## src/rtl/hazard_ctrl_if.sv

```systemverilog
// Hazard controller handshake bundle between the pipeline ID/MEM stages and hazard_ctrl.
// Latency: none, plain wires. Backpressure: stall/bubble/flush flow back to the pipeline.
// Ports: id_* describe the ID instruction, br_taken comes from MEM; fwd_a/fwd_b, stall, bubble,
//        flush and stall_count are the controller's responses.
interface hazard_ctrl_if #(
  parameter int RA_W  = 2,
  parameter int CNT_W = 16
);
  logic            id_valid;
  logic [RA_W-1:0] id_rs;
  logic [RA_W-1:0] id_rt;
  logic            id_uses_rs;
  logic            id_uses_rt;
  logic [RA_W-1:0] id_rd;
  logic            id_wr;
  logic            id_ld;
  logic            br_taken;
  logic [1:0]      fwd_a;
  logic [1:0]      fwd_b;
  logic            stall;
  logic            bubble;
  logic            flush;
  logic [CNT_W-1:0] stall_count;

  // Pipeline side
  modport master (
    output id_valid, id_rs, id_rt, id_uses_rs, id_uses_rt, id_rd, id_wr, id_ld, br_taken,
    input  fwd_a, fwd_b, stall, bubble, flush, stall_count
  );

  // Controller side
  modport slave (
    input  id_valid, id_rs, id_rt, id_uses_rs, id_uses_rt, id_rd, id_wr, id_ld, br_taken,
    output fwd_a, fwd_b, stall, bubble, flush, stall_count
  );
endinterface

```

## src/rtl/hazard_ctrl.sv

```systemverilog
// Hazard/forwarding controller: shadow EX/MEM/WB destinations, load-use stall, branch flush.
// Latency: stall/bubble/flush combinational same cycle; fwd_a/fwd_b registered, valid in the EX cycle.
// Backpressure: stall holds PC and IF/ID; flush outranks stall; both insert a bubble into ID/EX.
// Ports: clock, reset (async, active-high), hif (slave side of hazard_ctrl_if).
module hazard_ctrl #(
  parameter int RA_W        = 2,
  parameter int ZERO_REG    = 0,
  parameter int FLUSH_DEPTH = 1,
  parameter int CNT_W       = 16
) (
  input  logic          clock,
  input  logic          reset,
  hazard_ctrl_if.slave  hif
);

  typedef struct packed {
    logic            valid;
    logic [RA_W-1:0] rd;
    logic            wr;
    logic            ld;
  } slot_t;

  typedef enum logic {IDLE = 1'b0, FLUSH = 1'b1} state_t;

  localparam logic [2:0] FLOAD = 3'(FLUSH_DEPTH - 1);

  slot_t            s_ex, s_mem, s_wb;
  state_t           state, state_n;
  logic [2:0]       fcnt, fcnt_n;
  logic [1:0]       fwd_a_q, fwd_b_q;
  logic [CNT_W-1:0] stall_cnt;

  logic br_in, flush_c, hazard, stall_c, bubble_c;
  logic a_ex, b_ex, a_mem, b_mem;

  function automatic logic hit(input slot_t s, input logic [RA_W-1:0] op, input logic uses);
    return s.valid && s.wr && (s.rd == op) && uses && !((ZERO_REG != 0) && (op == '0));
  endfunction

  // Branch pulse is ignored while reset is held so flush stays low.
  assign br_in = hif.br_taken & ~reset;

  assign a_ex  = hit(s_ex,  hif.id_rs, hif.id_uses_rs);
  assign b_ex  = hit(s_ex,  hif.id_rt, hif.id_uses_rt);
  assign a_mem = hit(s_mem, hif.id_rs, hif.id_uses_rs);
  assign b_mem = hit(s_mem, hif.id_rt, hif.id_uses_rt);

  assign hazard   = hif.id_valid & s_ex.ld & (a_ex | b_ex);
  assign flush_c  = br_in | (state == FLUSH);
  assign stall_c  = hazard & ~flush_c;
  assign bubble_c = stall_c | flush_c;

  // fcnt holds the FLUSH-state cycles still owed, counting the current one;
  // the branch cycle itself is the first flush cycle, so FLUSH lasts FLUSH_DEPTH-1 cycles.
  always_comb begin
    state_n = state;
    fcnt_n  = fcnt;
    case (state)
      IDLE: begin
        if (br_in && (FLUSH_DEPTH > 1)) begin
          state_n = FLUSH;
          fcnt_n  = FLOAD;
        end
      end
      FLUSH: begin
        if (br_in) begin
          fcnt_n = FLOAD;
        end else if (fcnt <= 3'd1) begin
          state_n = IDLE;
          fcnt_n  = 3'd0;
        end else begin
          fcnt_n = fcnt - 3'd1;
        end
      end
      default: begin
        state_n = IDLE;
        fcnt_n  = 3'd0;
      end
    endcase
  end

  always_ff @(posedge clock or posedge reset) begin
    if (reset) begin
      state <= IDLE;
      fcnt  <= 3'd0;
    end else begin
      state <= state_n;
      fcnt  <= fcnt_n;
    end
  end

  always_ff @(posedge clock or posedge reset) begin
    if (reset) begin
      s_ex      <= '0;
      s_mem     <= '0;
      s_wb      <= '0;
      fwd_a_q   <= 2'b00;
      fwd_b_q   <= 2'b00;
      stall_cnt <= '0;
    end else begin
      s_wb  <= s_mem;
      s_mem <= s_ex;
      s_ex  <= bubble_c ? slot_t'('0) : slot_t'({hif.id_valid, hif.id_rd, hif.id_wr, hif.id_ld});
      // A bubble heading into EX needs no forwarding; otherwise the hazard is known absent here.
      if (bubble_c) begin
        fwd_a_q <= 2'b00;
        fwd_b_q <= 2'b00;
      end else begin
        fwd_a_q <= a_ex ? 2'b01 : (a_mem ? 2'b10 : 2'b00);
        fwd_b_q <= b_ex ? 2'b01 : (b_mem ? 2'b10 : 2'b00);
      end
      if (stall_c && (stall_cnt != '1)) begin
        stall_cnt <= stall_cnt + CNT_W'(1);
      end
    end
  end

  assign hif.fwd_a       = fwd_a_q;
  assign hif.fwd_b       = fwd_b_q;
  assign hif.stall       = stall_c;
  assign hif.bubble      = bubble_c;
  assign hif.flush       = flush_c;
  assign hif.stall_count = stall_cnt;

endmodule

```

## src/flat_wrapper.sv

```systemverilog
// flat-port wrapper written by rule: the top's interface ports become plain ports
module hazard_ctrl_flat 
#(
  parameter int RA_W        = 2,
  parameter int ZERO_REG    = 0,
  parameter int FLUSH_DEPTH = 1,
  parameter int CNT_W       = 16
)
  (clock, reset, hif_id_valid, hif_id_rs, hif_id_rt, hif_id_uses_rs, hif_id_uses_rt, hif_id_rd, hif_id_wr, hif_id_ld, hif_br_taken, hif_fwd_a, hif_fwd_b, hif_stall, hif_bubble, hif_flush, hif_stall_count);
  hazard_ctrl_if #(.RA_W(RA_W), .CNT_W(CNT_W)) hif_i ();
  input  logic clock;
  input  logic reset;
  input wire logic [$bits(hif_i.id_valid)-1:0] hif_id_valid;
  input wire logic [$bits(hif_i.id_rs)-1:0] hif_id_rs;
  input wire logic [$bits(hif_i.id_rt)-1:0] hif_id_rt;
  input wire logic [$bits(hif_i.id_uses_rs)-1:0] hif_id_uses_rs;
  input wire logic [$bits(hif_i.id_uses_rt)-1:0] hif_id_uses_rt;
  input wire logic [$bits(hif_i.id_rd)-1:0] hif_id_rd;
  input wire logic [$bits(hif_i.id_wr)-1:0] hif_id_wr;
  input wire logic [$bits(hif_i.id_ld)-1:0] hif_id_ld;
  input wire logic [$bits(hif_i.br_taken)-1:0] hif_br_taken;
  output wire logic [$bits(hif_i.fwd_a)-1:0] hif_fwd_a;
  output wire logic [$bits(hif_i.fwd_b)-1:0] hif_fwd_b;
  output wire logic [$bits(hif_i.stall)-1:0] hif_stall;
  output wire logic [$bits(hif_i.bubble)-1:0] hif_bubble;
  output wire logic [$bits(hif_i.flush)-1:0] hif_flush;
  output wire logic [$bits(hif_i.stall_count)-1:0] hif_stall_count;
  assign hif_i.id_valid = hif_id_valid;
  assign hif_i.id_rs = hif_id_rs;
  assign hif_i.id_rt = hif_id_rt;
  assign hif_i.id_uses_rs = hif_id_uses_rs;
  assign hif_i.id_uses_rt = hif_id_uses_rt;
  assign hif_i.id_rd = hif_id_rd;
  assign hif_i.id_wr = hif_id_wr;
  assign hif_i.id_ld = hif_id_ld;
  assign hif_i.br_taken = hif_br_taken;
  assign hif_fwd_a = hif_i.fwd_a;
  assign hif_fwd_b = hif_i.fwd_b;
  assign hif_stall = hif_i.stall;
  assign hif_bubble = hif_i.bubble;
  assign hif_flush = hif_i.flush;
  assign hif_stall_count = hif_i.stall_count;
  hazard_ctrl #(.RA_W(RA_W), .ZERO_REG(ZERO_REG), .FLUSH_DEPTH(FLUSH_DEPTH), .CNT_W(CNT_W)) u_core (.clock(clock), .reset(reset), .hif(hif_i));
endmodule
```

## config.mk

```make
export PLATFORM = sky130hd
export DESIGN_NAME = hazard_ctrl_flat
export DESIGN_NICKNAME = d
export VERILOG_FILES = /design/src/rtl/hazard_ctrl_if.sv /design/src/rtl/hazard_ctrl.sv /design/src/flat_wrapper.sv
export SDC_FILE = /design/constraint.sdc
export NUM_CORES = 1
export LEC_CHECK = 0
export ABC_AREA = 0
export BUFFER_PORTS_ARGS = -buffer_cell sky130_fd_sc_hd__buf_2
export CAP_MARGIN = 10
export CORE_UTILIZATION = 45
export CTS_BUF_LIST = sky130_fd_sc_hd__clkbuf_8
export DETAILED_ROUTE_END_ITERATION = 12
export HOLD_SLACK_MARGIN = 0.12
export PLACE_DENSITY = 0.71
export SLEW_MARGIN = 10
export SYNTH_ARGS = -nofsm -noshare
export SYNTH_HDL_FRONTEND = slang
export SYNTH_SLANG_ARGS = --single-unit
```

## constraint.sdc

```tcl
create_clock -name clock -period 1.8 [get_ports clock]
set_input_delay 0.36 -clock clock [delete_from_list [all_inputs] [get_ports clock]]
set_output_delay 0.36 -clock clock [all_outputs]
set_load 0.02 [all_outputs]
```

==> results of run 1 <==
==> sequential cells by signal, summed over array words and instances (netlist names) <==
register,count
u_core.fcnt,3
u_core.hif.stall_count,16
u_core.state,1
u_core.hif.fwd_a,2
u_core.s_ex,5
u_core.s_mem,4
u_core.hif.fwd_b,2
==> through the flow <==
step,power (mW),area [µm²],cells
after floorplan,0.872,1620,139
after global placement,0.935,1990,239
after detailed placement,0.943,1990,239
after CTS,1.68,2170,251
after global routing,1.73,2320,254
final,1.67,2320,254
==> kinds of logic (layout without fill, tap and decap cells) <==
group                    count (synthesis)  count (layout)  synth area share
flip-flops                              33              33             0.516
AND/OR/NAND/NOR                         59              59             0.239
multiplexers                             2               2            0.0164
AO/OA/AOI/OAI                           11              11            0.0587
buffers and inverters                    9              78            0.0258
XOR/XNOR                                22              22             0.120
adder cells (fa/ha/maj)                  3               3            0.0235
==> power breakdown <==
part	leakage, nW	switching (mW)	internal [mW]
Sequential	0.413	0.0197	0.766
Clock	0.0574	0.274	0.450
Combinational	0.702	0.0854	0.0729
==> how the worst max path moves through the flow <==
stage / from / to / cells after the start
after floorplan: u_core.hif.stall_count[12] / u_core.hif.stall_count[1] / 5
after global routing: u_core.s_ex[2] / hif_bubble / 6
after CTS: u_core.s_ex[2] / hif_bubble / 6
after global placement: hif_id_rs[1] / u_core.hif.stall_count[13] / 7
after detailed placement: hif_id_rs[1] / u_core.hif.stall_count[8] / 6
final: u_core.s_ex[2] / hif_bubble / 6
==> per-layer routing <==
| layer | vias up | global-route usage | wire length [µm] |
|---|---|---|---|
| li1 | 631 | - | - |
| met1 | 644 | 0.238 | 1510 |
| met2 | 25 | 0.346 | 1780 |
| met3 | 7 | 0.0504 | 120 |
| met4 | 0 | 0.111 | 58 |
| met5 | - | 0 | 0 |
==> repair_timing <==
item,4_1_cts,5_1_grt
gates resized for setup,7,23
endpoints found under the setup margin,6,19
pin swaps,7,24
buffers inserted,4,4
==> critical path, stage by stage (launching register included) <==
cell and delay (ns):
dfrtp_1 0.41, xor2_1 0.19, nor3_2 0.08, buf_4 0.14, o211ai_1 0.20, nand2_1 0.12
buf_6 0.14
==> cell type report <==
| cell class | instances | area share |
|---|---|---|
| Clock buffer | 6 | 0.0356 |
| Clock inverter | 2 | 0.0162 |
| Inverter | 7 | 0.0113 |
| Multi-Input combinational cell | 97 | 0.377 |
| Sequential cell | 33 | 0.360 |
| Tap cell | 46 | 0.0248 |
| Timing Repair Buffer | 63 | 0.175 |
==> placed cells by master, fill, tap and decap left out, drive strengths merged, types with 5 or more instances in the layout <==
cell	n
buf	63
dfrtp	33
xor2	16
nand2	10
nor3	10
nand3	9
nor4	9
and3	8
inv	7
xnor2	6
clkbuf	6
nand4	5
==> impl_metrics.csv, run 1 <==
group,metric,value,unit
finish,antenna_cells,0,
worst_setup_path,arrival,1.57,ns
finish,nets,224,
outcome,outcome,"finished, violations left",
clock_network,cts_tree,"yes",
global_route,grt_pass1_vias,1294,
detailed_routing,drt-total-wl,3470,µm
sta,finalSetupTns,-0.316,ns
flow_run,drv_cap,0,
sta,fin_worst_skew,0.00477,ns
finish,fill_cells,259,
sta,drv_slew,0,
detailed_routing,drt_iter0_markers,35,
outcome,violations,"negative setup slack",
detailed_routing,vias,1307,
worst_setup_path,reg2reg_depth,6,
synth,async_flop_share,1.00,
synth,synth-seq-area-share,0.516,
floorplan,die_h,61.6,µm
synth,synth-edff-count,0,
worst_setup_path,path_max_fanout,4,
worst_setup_path,path_class,"reg -> out",
global_route,grt_pass1_wl,5470,µm
finish,fin_util,0.690,
synth,synth_top_area_cell,"dfrtp_1",
sta,fin_crit,1.93,ns
sta,fmax,518,MHz
worst_hold_path,hold_class,"in -> async",
detailed_routing,ant_nets,0,
worst_setup_path,crit_required,1.44,ns
finish,seqCellArea,835,µm²
placement,dp_hpwl,2500,µm
sta,max_slew_margin,0.728,
sta,worst_pin_slew,0.407,ns
global_route,grt_usage,0.204,
synth,ys_ff_latch,33,
worst_setup_path,cp-start-kind,"flip-flop",
clock_network,clkLatencyLatePin,0.29,ns
clock_network,clock-sinks,33,
synth,synth_area_per_cell,11.5,µm²
floorplan,die_w,61.6,µm
clock_network,path_clk_slew,0.07,ns
synth,synth.most_common_cell,"dfrtp_1",
global_route,grt.overflow.total,0,
detailed_routing,drc_errors,0,
sta,finalCritPeriodShare,1.07,
detailed_routing,post_drt_wl_per_cell,13.7,µm
synth,yosys_warnings,0,
clock_network,clk_path_buf_depth,2,
clock_network,numCtsBuffers,5,
detailed_routing,first_pass_iters,4,
synth,netlist_instances,139,
clock_network,clockRootBuffer,"clkbuf_8",
floorplan,start_util,0.475,
worst_setup_path,cp-end-kind,"primary output",
sta,rsz0062_at_grt,"true",
global_route,antenna_found_initial,0,
detailed_routing,vias_per_cell,5.15,
finish,syn_to_final_growth,45.1,%
worst_setup_path,rr_endpoint,"u_core.hif.stall_count[8]",
floorplan,core_region_area,3360,µm²
floorplan,num_rows,21,
finish,multi_input_area,875,µm²
synth,synth_commonest_cells,"33 x dfrtp_1, 16 x xor2_1, 10 x nand2_1",
synth,syn_area,1600,µm²
synth,synthFlopType,"dfrtp_1",
finish,drive_above_1_share,0.495,
clock_network,holdBufCountCts,0,
clock_network,htree_levels,2,
placement,io_buffers,36,
pwr,ir_worst_vdd,0.000527,V
sta,finalHoldViolations,0,
sta,finalHoldWorstSlack,0.184,ns
synth,synth_nets,156,
global_route,grt_max_degree,34,
pwr,leakage,1.17,nW
placement,gp_congestion,0.798,
sta,layout_setup_ws,-0.129,ns
pwr,powerDensity,719,nW/µm²
placement,dp_slack,-0.0981,ns
synth,ys_types,34,
synth,netlist_top_cells_area,"dfrtp_1 52%, xor2_1 8.8%, xnor2_1 3.3%",
worst_setup_path,rrSetupSlack,-0.05,ns
worst_setup_path,r2r_start,"u_core.s_ex[2]",
sta,setup_viol,6,
synth,synth_top_area_frac,0.516,
floorplan,die_area,3800,µm²
floorplan,ios,37,
(Power assumes the default switching activity.)
==> run 2: changes to the inputs <==
--- a/config.mk
+++ b/config.mk
@@ -12,8 +12,9 @@
 export CTS_BUF_LIST = sky130_fd_sc_hd__clkbuf_8
 export DETAILED_ROUTE_END_ITERATION = 12
 export HOLD_SLACK_MARGIN = 0.12
-export PLACE_DENSITY = 0.71
+export PLACE_DENSITY = 0.76
 export SLEW_MARGIN = 10
 export SYNTH_ARGS = -nofsm -noshare
 export SYNTH_HDL_FRONTEND = slang
 export SYNTH_SLANG_ARGS = --single-unit
+export TNS_END_PERCENT = 50
==> impl_metrics.csv, run 2 (synthesized netlist as in run 1, its figures left out) <==
group,metric,value,unit
pwr,ir_worst_vdd,0.000494,V
global_route,grt_max_degree,34,
worst_setup_path,cp_slowest_cell,"dfrtp_1",
finish,syn_to_final_growth,38.0,%
placement,gp_congestion,0.764,
detailed_routing,drc_errors,0,
worst_setup_path,crit_required,1.44,ns
sta,fmax,499,MHz
detailed_routing,post_drt_wl_per_cell,14.2,µm
worst_setup_path,critical-path-max-stage-delay,0.42,ns
floorplan,die_w,61.6,µm
outcome,violations,"negative setup slack",
worst_setup_path,path_cells,"xor2_1 -> nor3_2 -> buf_4 -> o2111a_1 -> buf_6",
worst_setup_path,cp-start-kind,"flip-flop",
clock_network,cts_tree,"yes",
placement,post_dp_cell_area,1980,µm²
finish,final_area,2210,µm²
finish,fin_util,0.656,
global_route,grt_pass1_vias,1314,
global_route,grt_usage,0.211,
sta,finalCritPeriodShare,1.11,
clock_network,htree_levels,2,
floorplan,num_rows,21,
detailed_routing,drt-total-wl,3550,µm
global_route,antenna_found_initial,0,
detailed_routing,vias,1328,
sta,fin_crit,2.01,ns
finish,drive_above_1_share,0.446,
placement,io_buffers,36,
worst_setup_path,path_class,"reg -> out",
worst_hold_path,hold_class,"in -> async",
detailed_routing,vias_per_cell,5.31,
clock_network,path_clk_slew,0.06,ns
floorplan,ios,37,
sta,max_slew_margin,0.721,
sta,fin_worst_skew,0.00514,ns
global_route,grt.overflow.total,0,
detailed_routing,drt_iter0_markers,38,
worst_setup_path,path_max_fanout,3,
clock_network,clk_path_buf_depth,2,
finish,largest_reg_flops,16,
finish,nets,220,
sta,layout_setup_ws,-0.206,ns
pwr,p_total,1.44,mW
floorplan,core_region_area,3360,µm²
clock_network,clkLatencyLatePin,0.29,ns
finish,antenna_cells,0,
finish,layout_commonest_cell,"buf_2",
sta,drv_slew,0,
clock_network,clockRootBuffer,"clkbuf_8",
global_route,grt_pass1_wl,5730,µm
floorplan,die_h,61.6,µm
sta,setup_viol,12,
worst_setup_path,cp-end-kind,"primary output",
sta,worst_pin_slew,0.417,ns
pwr,powerDensity,652,nW/µm²
sta,rsz0062_at_grt,"true",
sta,finalHoldViolations,0,
pwr,leakage,1.14,nW
finish,most-common-layout-cells,"34 x buf_2, 27 x dfrtp_1, 18 x buf_4",
detailed_routing,ant_nets,0,
clock_network,numCtsBuffers,5,
placement,dp_hpwl,2460,µm
clock_network,clock-sinks,33,
worst_setup_path,arrival,1.65,ns
floorplan,die_area,3800,µm²
outcome,outcome,"finished, violations left",
flow_run,drv_cap,0,
detailed_routing,first_pass_iters,4,
floorplan,start_util,0.475,
==> run 2: cell types whose count changed in the layout (fill, tap and decap cells not counted), sizes merged <==
cell	before	now
clkinv	0	2
buf	63	59
clkbuf	6	5
bufinv	1	0
inv	7	8
clkinvlp	1	0
==> run 2: report_power, final <==
part	switching, mW	internal, mW
sequential	0.0241	0.766
clock	0.255	0.261
combinational	0.0734	0.0592
==> run 2: layout make-up <==
class,count,area [µm²]
fill,287,1160
sequential,33,833
multi-input combinational,97,823
timing repair buffer,59,384
clock buffer,5,68.8
tap,46,57.6
inverter,7,26.3
clock inverter,3,13.8
==> run 2: final timing paths <==
path                                     start                          to  slack, ns  cells past startpoint
worst max-delay path            u_core.s_ex[2]                   hif_stall      -0.21                      5
worst min-delay path                     reset              u_core.fcnt[0]       0.20                      3
worst max register to register  u_core.s_ex[2]   u_core.hif.stall_count[8]      -0.10                      6
worst min register to register  u_core.s_ex[1]             u_core.s_mem[1]       0.43                      0
max in group asynchronous                reset  u_core.hif.stall_count[11]       1.28                      3
min in group clock                   hif_id_ld              u_core.s_ex[0]       0.30                      2
==> run 2: critical path, delay by kind of cell, from the launching register on <==
family                    cells  cell delay, ns
DFF                           1            0.42
buffers and inverters         2            0.30
and+or+nand+nor               1            0.26
AOI/OAI and AO/OA             1            0.23
xor gates and xnor gates      1            0.16
==> run 2: per-stage QoR <==
step,hold slack (ns),worst slack [ns],TNS (ns),cells
global route,0.247,-0.281,-2.76,250
CTS,0.213,-0.171,-0.357,249
finish,0.201,-0.206,-0.876,250
detailed placement,0.407,-0.0704,-0.563,237
global placement,0.396,-0.0237,-0.0561,237
floorplan,0.373,0.00801,0,139
==> run 2: per-layer routing <==
| layer | wire length, µm | up-vias | track usage |
|---|---|---|---|
| li1 | - | 627 | - |
| met1 | 1490 | 665 | 0.242 |
| met2 | 1860 | 29 | 0.370 |
| met3 | 154 | 7 | 0.0672 |
| met4 | 49 | 0 | 0.0762 |
| met5 | 0 | - | 0 |
==> run 2: what timing repair did <==
| item | CTS | global route |
|---|---|---|
| buffers inserted | 4 | 2 |
| setup endpoints to repair | 7 | 20 |
| resized for setup | 5 | 16 |
| hold buffers | 0 | 0 |
| endpoints found under the hold margin | 0 | 0 |
| pin swaps | 7 | 17 |
==> run 3: changes to the inputs <==
--- a/config.mk
+++ b/config.mk
@@ -11,6 +11,7 @@
 export CORE_UTILIZATION = 45
 export CTS_BUF_LIST = sky130_fd_sc_hd__clkbuf_8
 export DETAILED_ROUTE_END_ITERATION = 12
+export GPL_TIMING_DRIVEN = 0
 export HOLD_SLACK_MARGIN = 0.12
 export PLACE_DENSITY = 0.76
 export SLEW_MARGIN = 10
==> impl_metrics.csv, run 3 (synthesized netlist as in run 1, its figures left out) <==
group,metric,value,unit
clock_network,clock-sinks,33,
clock_network,htree_levels,2,
pwr,powerDensity,697,nW/µm²
global_route,grt_pass1_wl,5350,µm
clock_network,clockRootBuffer,"clkbuf_8",
worst_setup_path,crit_start,"u_core.s_ex[2]",
finish,layout_commonest_cell,"buf_2",
sta,rsz0062_at_grt,"true",
detailed_routing,ant_nets,0,
pwr,p_switching,376,µW
detailed_routing,first_pass_iters,4,
global_route,antenna_found_initial,0,
flow_run,drv_cap,0,
clock_network,path_clk_slew,0.07,ns
placement,dp_slack,-0.283,ns
global_route,busiest_layer,"met2",
sta,fmax,533,MHz
clock_network,clkLatencyLatePin,0.29,ns
worst_setup_path,path_max_fanout,3,
floorplan,num_rows,21,
clock_network,clk_path_buf_depth,2,
floorplan,die_w,61.6,µm
detailed_routing,drt-total-wl,3280,µm
pwr,clockPowerShare,0.365,
detailed_routing,vias,1234,
sta,max_slew_margin,0.551,
sta,fin_worst_skew,0.00876,ns
worst_setup_path,path_class,"reg -> out",
global_route,use_met3,0.0756,
detailed_routing,vias_per_cell,5.16,
floorplan,core_region_area,3360,µm²
global_route,grt.overflow.total,0,
pwr,pwr-share-seq,0.542,
global_route,use_met2,0.318,
finish,drive_above_1_share,0.456,
finish,largest_reg_flops,16,
placement,dp_hpwl,2240,µm
pwr,ir_worst_vdd,0.000443,V
global_route,globalRouteMet1Util,0.247,
pwr,comb_power_share,0.093,
finish,fill_cells,295,
worst_setup_path,path_cells,"xor2_2 -> nor3_4 -> o211ai_1 -> nand2_1 -> buf_6",
finish,stdcell_count,239,
sta,worst_pin_slew,0.672,ns
placement,io_buffers,36,
global_route,grt_usage,0.203,
worst_setup_path,r2r_start,"u_core.s_ex[2]",
finish,syn_to_final_growth,31.5,%
sta,finalCritPeriodShare,1.04,
sta,drv_slew,0,
pwr,internal_power,1.09,mW
worst_setup_path,cp_slowest_cell,"dfrtp_2",
finish,nets,209,
detailed_routing,post_drt_wl_per_cell,13.7,µm
sta,setup_viol,12,
finish,most-common-layout-cells,"34 x buf_2, 24 x dfrtp_1, 12 x xor2_1",
finish,antenna_cells,0,
clock_network,cts_tree,"yes",
floorplan,start_util,0.475,
floorplan,ios,37,
floorplan,die_h,61.6,µm
pwr,swShare,0.256,
worst_setup_path,rrSetupSlack,-0.07,ns
detailed_routing,drt_iter0_markers,48,
clock_network,numCtsBuffers,5,
worst_setup_path,arrival,1.52,ns
sta,finalHoldViolations,0,
sta,finalSetupTns,-0.450,ns
worst_setup_path,crit_required,1.44,ns
detailed_routing,drc_errors,0,
worst_setup_path,cp-start-kind,"flip-flop",
sta,fin_crit,1.88,ns
worst_setup_path,cp-end-kind,"primary output",
worst_setup_path,critical-path-max-stage-delay,0.44,ns
outcome,outcome,"finished, violations left",
sta,layout_setup_ws,-0.0777,ns
placement,gp_congestion,0.756,
outcome,violations,"negative setup slack",
pwr,p_total,1.47,mW
placement,dpl.cell_count,221,
global_route,grt_max_degree,35,
floorplan,die_area,3800,µm²
worst_hold_path,hold_class,"in -> async",
global_route,grt_pass1_vias,1183,
pwr,leakage,1.06,nW
[run 3: worst max-delay path, delay by kind of cell, from the launching register on]
family | cells | cell delay [ns]
xor gates and xnor gates | 1 | 0.17
buffers and inverters | 1 | 0.13
and+or+nand+nor | 2 | 0.35
AOI/OAI and AO/OA | 1 | 0.15
DFF | 1 | 0.44
[run 3: routing by layer]
metal / part of all wire / vias up
li1: - / 598
met1: 0.43 / 599
met2: 0.50 / 29
met3: 0.050 / 8
met4: 0.020 / 0
met5: 0 / -
[run 3: final timing paths]
kind                            cells past startpoint                        end
worst max-delay path                                5                 hif_bubble
worst min-delay path                                2             u_core.fcnt[0]
worst max register to register                      7  u_core.hif.stall_count[7]
worst min register to register                      0            u_core.s_mem[1]
max in group asynchronous                           2             u_core.s_ex[3]
min in group clock                                  2             u_core.s_ex[2]
[run 3: layout make-up]
| cell class | count | area [µm²] | area share |
|---|---|---|---|
| Tap cell | 46 | 57.6 | 0.0274 |
| Inverter | 7 | 26.3 | 0.0125 |
| Timing Repair Buffer | 46 | 268 | 0.127 |
| Clock inverter | 3 | 17.5 | 0.00833 |
| Clock buffer | 5 | 68.8 | 0.0327 |
| Multi-Input combinational cell | 97 | 808 | 0.385 |
| Buffer | 2 | 18.8 | 0.00893 |
| Sequential cell | 33 | 837 | 0.398 |
[run 3: power by group through the flow]
stage | registers [mW] | logic (mW) | clock network [mW]
3_5_place_dp | 0.804 | 0.117 | 0
2_1_floorplan | 0.811 | 0.0613 | 0
6_report | 0.794 | 0.137 | 0.535
4_1_cts | 0.793 | 0.136 | 0.555
5_1_grt | 0.796 | 0.149 | 0.602
3_3_place_gp | 0.802 | 0.110 | 0
[run 3: what timing repair did]
item | in CTS | in global routing
gates resized for setup | 19 | 1
endpoints found under the setup margin | 18 | 17
buffers inserted | 7 | 3
hold buffers | 0 | 0
pin swaps | 9 | 3
[run 3: through the flow]
stage,hold slack [ns],cell area [µm²],utilization
3_3_place_gp,0.395,1860,0.552
5_1_grt,0.225,2100,0.625
2_1_floorplan,0.373,1620,-
3_5_place_dp,0.394,1860,0.552
6_report,0.177,2100,0.625
4_1_cts,0.297,2080,0.617
